$ cat src/rtl/sd_deadtime_bridge.sv
// Three-leg half-bridge gate driver for sigma-delta phase streams.
// Complementary gates per leg with dead-time, enable gate and latched fault.
module sd_deadtime_bridge #(
    parameter int DT_CYCLES = 8,
    parameter int CNT_BW    = 8
) (
    input  logic clk,
    input  logic rst_n,
    input  logic enable,
    input  logic phaseA,
    input  logic phaseB,
    input  logic phaseC,
    input  logic fault_in,
    input  logic fault_clr,
    output logic gate_ah,
    output logic gate_al,
    output logic gate_bh,
    output logic gate_bl,
    output logic gate_ch,
    output logic gate_cl,
    output logic fault_latched,
    output logic running
);

    typedef enum logic [2:0] {
        OFF,
        DT_TO_HIGH,
        HIGH_ON,
        DT_TO_LOW,
        LOW_ON
    } leg_state_t;

    localparam logic [CNT_BW-1:0] DT_LOAD = CNT_BW'(DT_CYCLES - 1);

    if (DT_CYCLES < 1) begin : g_bad_dt
        $error("DT_CYCLES must be at least 1");
    end

    if (longint'(DT_CYCLES) > (longint'(1) << CNT_BW) - 1) begin : g_bad_bw
        $error("DT_CYCLES does not fit in CNT_BW bits");
    end

    logic [2:0]        demand;
    logic [2:0]        gate_h;
    logic [2:0]        gate_l;
    logic [2:0]        on_next;
    logic              fault_next;
    logic              kill;
    leg_state_t        state      [3];
    leg_state_t        state_next [3];
    logic [CNT_BW-1:0] cnt        [3];
    logic [CNT_BW-1:0] cnt_next   [3];

    // fault_in dominates fault_clr; a fresh fault kills the legs on the same edge
    assign fault_next = fault_in | (fault_latched & ~fault_clr);
    assign kill       = fault_next | ~enable;

    always_comb begin
        for (int i = 0; i < 3; i++) begin
            state_next[i] = state[i];
            cnt_next[i]   = cnt[i];
            if (kill) begin
                state_next[i] = OFF;
            end else begin
                unique case (state[i])
                    OFF: begin
                        state_next[i] = demand[i] ? DT_TO_HIGH : DT_TO_LOW;
                    end
                    DT_TO_HIGH: begin
                        if (!demand[i])
                            state_next[i] = DT_TO_LOW;
                        else if (cnt[i] == '0)
                            state_next[i] = HIGH_ON;
                    end
                    HIGH_ON: begin
                        if (!demand[i])
                            state_next[i] = DT_TO_LOW;
                    end
                    DT_TO_LOW: begin
                        if (demand[i])
                            state_next[i] = DT_TO_HIGH;
                        else if (cnt[i] == '0)
                            state_next[i] = LOW_ON;
                    end
                    LOW_ON: begin
                        if (demand[i])
                            state_next[i] = DT_TO_HIGH;
                    end
                    default: begin
                        state_next[i] = OFF;
                    end
                endcase
            end
            // any entry into a dead-time state, including an abort, re-serves the full count
            if ((state_next[i] == DT_TO_HIGH || state_next[i] == DT_TO_LOW)
                && state_next[i] != state[i])
                cnt_next[i] = DT_LOAD;
            else if ((state[i] == DT_TO_HIGH || state[i] == DT_TO_LOW)
                     && state_next[i] == state[i])
                cnt_next[i] = cnt[i] - 1'b1;
            on_next[i] = (state_next[i] == HIGH_ON) || (state_next[i] == LOW_ON);
        end
    end

    always_ff @(posedge clk or negedge rst_n) begin
        if (!rst_n) begin
            demand        <= '0;
            fault_latched <= 1'b0;
            running       <= 1'b0;
            gate_h        <= '0;
            gate_l        <= '0;
            for (int i = 0; i < 3; i++) begin
                state[i] <= OFF;
                cnt[i]   <= '0;
            end
        end else begin
            demand        <= {phaseC, phaseB, phaseA};
            fault_latched <= fault_next;
            running       <= &on_next;
            for (int i = 0; i < 3; i++) begin
                state[i]  <= state_next[i];
                cnt[i]    <= cnt_next[i];
                gate_h[i] <= (state_next[i] == HIGH_ON);
                gate_l[i] <= (state_next[i] == LOW_ON);
            end
        end
    end

    assign gate_ah = gate_h[0];
    assign gate_al = gate_l[0];
    assign gate_bh = gate_h[1];
    assign gate_bl = gate_l[1];
    assign gate_ch = gate_h[2];
    assign gate_cl = gate_l[2];

endmodule
$ cat config.mk
export PLATFORM = sky130hd
export DESIGN_NAME = sd_deadtime_bridge
export DESIGN_NICKNAME = d
export VERILOG_FILES = /design/src/rtl/sd_deadtime_bridge.sv
export SDC_FILE = /design/constraint.sdc
export NUM_CORES = 1
export LEC_CHECK = 0
export ABC_AREA = 1
export ABC_CLOCK_PERIOD_IN_PS = 1800
export CAP_MARGIN = 20
export CELL_PAD_IN_SITES_DETAIL_PLACEMENT = 1
export CELL_PAD_IN_SITES_GLOBAL_PLACEMENT = 1
export CORE_MARGIN = 4
export CORE_UTILIZATION = 25
export DETAILED_ROUTE_END_ITERATION = 10
export HOLD_SLACK_MARGIN = 0.08
export PLACE_DENSITY = 0.54
export SLEW_MARGIN = 20
export SYNTH_ARGS = -nofsm -noshare
export SYNTH_HDL_FRONTEND = slang
export SYNTH_SLANG_ARGS = --single-unit
$ cat constraint.sdc
create_clock -name clk -period 1.8 [get_ports clk]
set_input_delay 0.36 -clock clk [delete_from_list [all_inputs] [get_ports clk]]
set_output_delay 0.36 -clock clk [all_outputs]
set_load 0.05 [all_outputs]
==> run_results.csv <==
group,metric,value,unit
outcome,status,"finished clean",
place,dp_slack,-285,ps
finish,area_growth_syn_to_layout,44.2,%
synthesis,synthMostInstantiatedCell,"nand2_1",
clock_tree,clock_sinks,44,
synthesis,synthCells,345,
timing,max_freq,0.568,GHz
floorplanning,core,9910,um^2
timing,rsz0062_at_grt,"yes",
detailed_routing,wl_per_cell,11.8,um
synthesis,yosys.area.top_type,"dfrtp_1",
timing,fin_crit,1760,ps
synthesis,async_flop_share,100,%
synthesis,netlist_top_cells_count,"119 x nand2_1, 44 x dfrtp_1, 38 x inv_1, 38 x nor2_1, 21 x nand3_1",
timing,slew_violations,0,
floorplanning,num_rows,36,
critical_path,worstPathMaxFanout,4,
global_routing,grt_pass1_wl,11800,um
clock_tree,worstSkewPairLatency,300,ps
power_and_ir_drop,p_leak,1.97,nW
power_and_ir_drop,p_per_area,1100,nW/um^2
critical_path,worstPathArrival,2000,ps
critical_path,cpPeakStageDelay,400,ps
detailed_routing,drtIter0Drc,76,
finish,fillers,1213,
clock_tree,cts_made_buffers,5,
timing,hold_violations,0,
critical_path,startpoint_type,"flop",
critical_path,critPathLaunch,"cnt[8]",
timing,post-route-period-util,97.8,%
place,dp_hpwl,5080,um
synthesis,syn_nets,357,
timing,setup_viol,0,
detailed_routing,viasPerCell,4.28,
timing,worstMarginPinSlew,475,ps
critical_path,path_class,"reg2reg",
critical_path,worstPathCellList,"inv_2 > ha_4 > nand2_4 > nor2_4 > o21bai_1 > nand2_1 > nand2_2 > nand2_2 > nand2_2 > nor2_4 > nand2_4 > nor2_4 > nand2_1 > nand2_1",
clock_tree,path_clk_slew,80,ps
place,gp_congestion,0.774,
floorplanning,die_height,109,um
detailed_routing,drt-pass1-iter-count,4,
clock_tree,cts_max_level,2,
synthesis,synth-seq-area-share,42.9,%
global_routing,grt_max_degree,28,
synthesis,yosysTopAreaCellShare,42.9,%
critical_path,cp-end-kind,"flop",
finish,nets,444,
power_and_ir_drop,totalPowerFinal,4.08,mW
clock_tree,cts_root_buf,"clkbuf_8",
timing,hold_ws,497,ps
floorplanning,die_w,109,um
clock_tree,clockBufferDepth,2,
detailed_routing,drc,0,
floorplanning,io_pins,16,
global_routing,globalRouteTotalUtil,12.3,%
timing,max_slew_margin,68.3,%
clock_tree,cts_tree,"done",
synthesis,ys_types,26,
detailed_routing,drt_wl_total,6690,um
finish,antenna_cells,0,
floorplanning,die_area,12000,um^2
job,cap_violations,0,
synthesis,synth_ff_type,"dfrtp_1",
critical_path,rr_endpoint,"cnt[11]",
power_and_ir_drop,ir_worst_vdd,340,uV
critical_path,reg2reg_depth,14,
finish,layout-drive-gt1-share,39.0,%
synthesis,syn_area_per_cell,7.44,um^2
critical_path,crit_slowest_cell,"dfrtp_1",
timing,fin_skew,15.6,ps
synthesis,synth-seq-cells,44,
global_routing,grt_pass1_vias,2543,
synthesis,synth_edf_count,0,
min_path,hold_class,"in2reg",
synthesis,synth_area_leaders,"dfrtp_1 43%, nand2_1 17%, inv_1 5.6%",
critical_path,required,2040,ps
global_routing,grt_overflow,0,
critical_path,critPathCapture,"cnt[11]",
detailed_routing,via_count,2421,
detailed_routing,ant_nets,0,
global_routing,antenna_found_initial,0,
timing,fin_ws,40.4,ps
critical_path,rrSetupSlack,40,ps
floorplanning,start_util,25.9,%
critical_path,reg2reg_from,"cnt[8]",
synthesis,syn_area,2570,um^2
place,io_buffer_count,15,
synthesis,synth-warning-count,0,
-- power breakdown --
part | internal [mW] | switching [mW]
logic | 0.985 | 1.02
registers | 1.22 | 0.195
clock network | 0.314 | 0.347
-- sequential cells by signal, summed over array words and instances (netlist names) --
signal         count
gate_l             3
running            1
demand             3
state              9
cnt               24
fault_latched      1
gate_h             3
-- layout make-up --
class | instances | area [um^2] | area share, %
Sequential cell | 44 | 1110 | 29.9
Multi-Input combinational cell | 254 | 1520 | 41.0
Tap cell | 133 | 166 | 4.50
Inverter | 44 | 168 | 4.53
Clock buffer | 8 | 90.1 | 2.43
Timing Repair Buffer | 83 | 654 | 17.7
-- layout by cell type (no fill, tap or decap), drive strengths merged --
cell           Yosys  final
nor3               3      3
o22ai              1      1
clkbuf             0      8
buf                3     76
a21oi              3      3
inv               44     44
or3                1      1
clkdlybuf4s50      0      6
o21bai             8      8
nand3b             3      3
ha                 4      4
xnor2              4      4
o21ai             12     12
dfrtp             44     44
dlygate4sd3        0      1
nand4              6      6
xor2              14     14
nand2            126    126
nor2              48     48
nand3             21     21
-- logic make-up (layout without fill, tap and decap cells) --
group / count (synthesis) / in the layout / share of synthesized area [%]
buffers and inverters: 47 / 135 / 7.12
adder cells (fa/ha/maj): 4 / 4 / 1.95
AND/OR/NAND/NOR: 208 / 208 / 36.3
AO/OA/AOI/OAI: 24 / 24 / 5.65
XOR/XNOR: 18 / 18 / 6.14
flip-flops: 44 / 44 / 42.9
-- worst max-delay path: cells and delay by family, from the launching register on --
family          cells  cell delay, ps
buf+inv             1              80
fa+ha+maj           1             140
flops               1             400
compound gates      1              90
simple gates       11            1000
-- per-layer routing --
layer / global-route usage, % / wire length (um)
met1: 16.8 / 3290
met2: 19.8 / 3150
met3: 2.47 / 174
met4: 3.21 / 79
met5: 0 / 0
-- per-stage QoR --
stage | util [%] | setup TNS (ps) | std cells | instance area [um^2]
CTS | 35.0 | -3.52 | 556 | 3460
finish | 37.3 | 0 | 566 | 3700
floorplan | - | 0 | 345 | 2570
detailed placement | 32.9 | -5690 | 544 | 3260
global route | 37.3 | -2500 | 566 | 3700
global placement | 32.9 | -4600 | 544 | 3260
-- worst min path at each step --
stage / from / to / slack [ps] / depth (start not counted)
2_1_floorplan: rst_n / cnt[0] / 60 / 0
3_3_place_gp: rst_n / gate_l[0] / 350 / 1
3_5_place_dp: rst_n / gate_l[0] / 340 / 1
4_1_cts: phaseB / demand[1] / 480 / 1
5_1_grt: phaseB / demand[1] / 480 / 1
6_report: phaseB / demand[1] / 500 / 1
-- repair_timing --
| action | in CTS | in global routing |
|---|---|---|
| resized for setup | 26 | 52 |
| hold buffers | 1 | 0 |
| setup endpoints to repair | 25 | 27 |
| buffers inserted | 4 | 10 |
| pin swaps | 19 | 33 |
| endpoints found under the hold margin | 17 | 0 |
(Power assumes the default switching activity.)
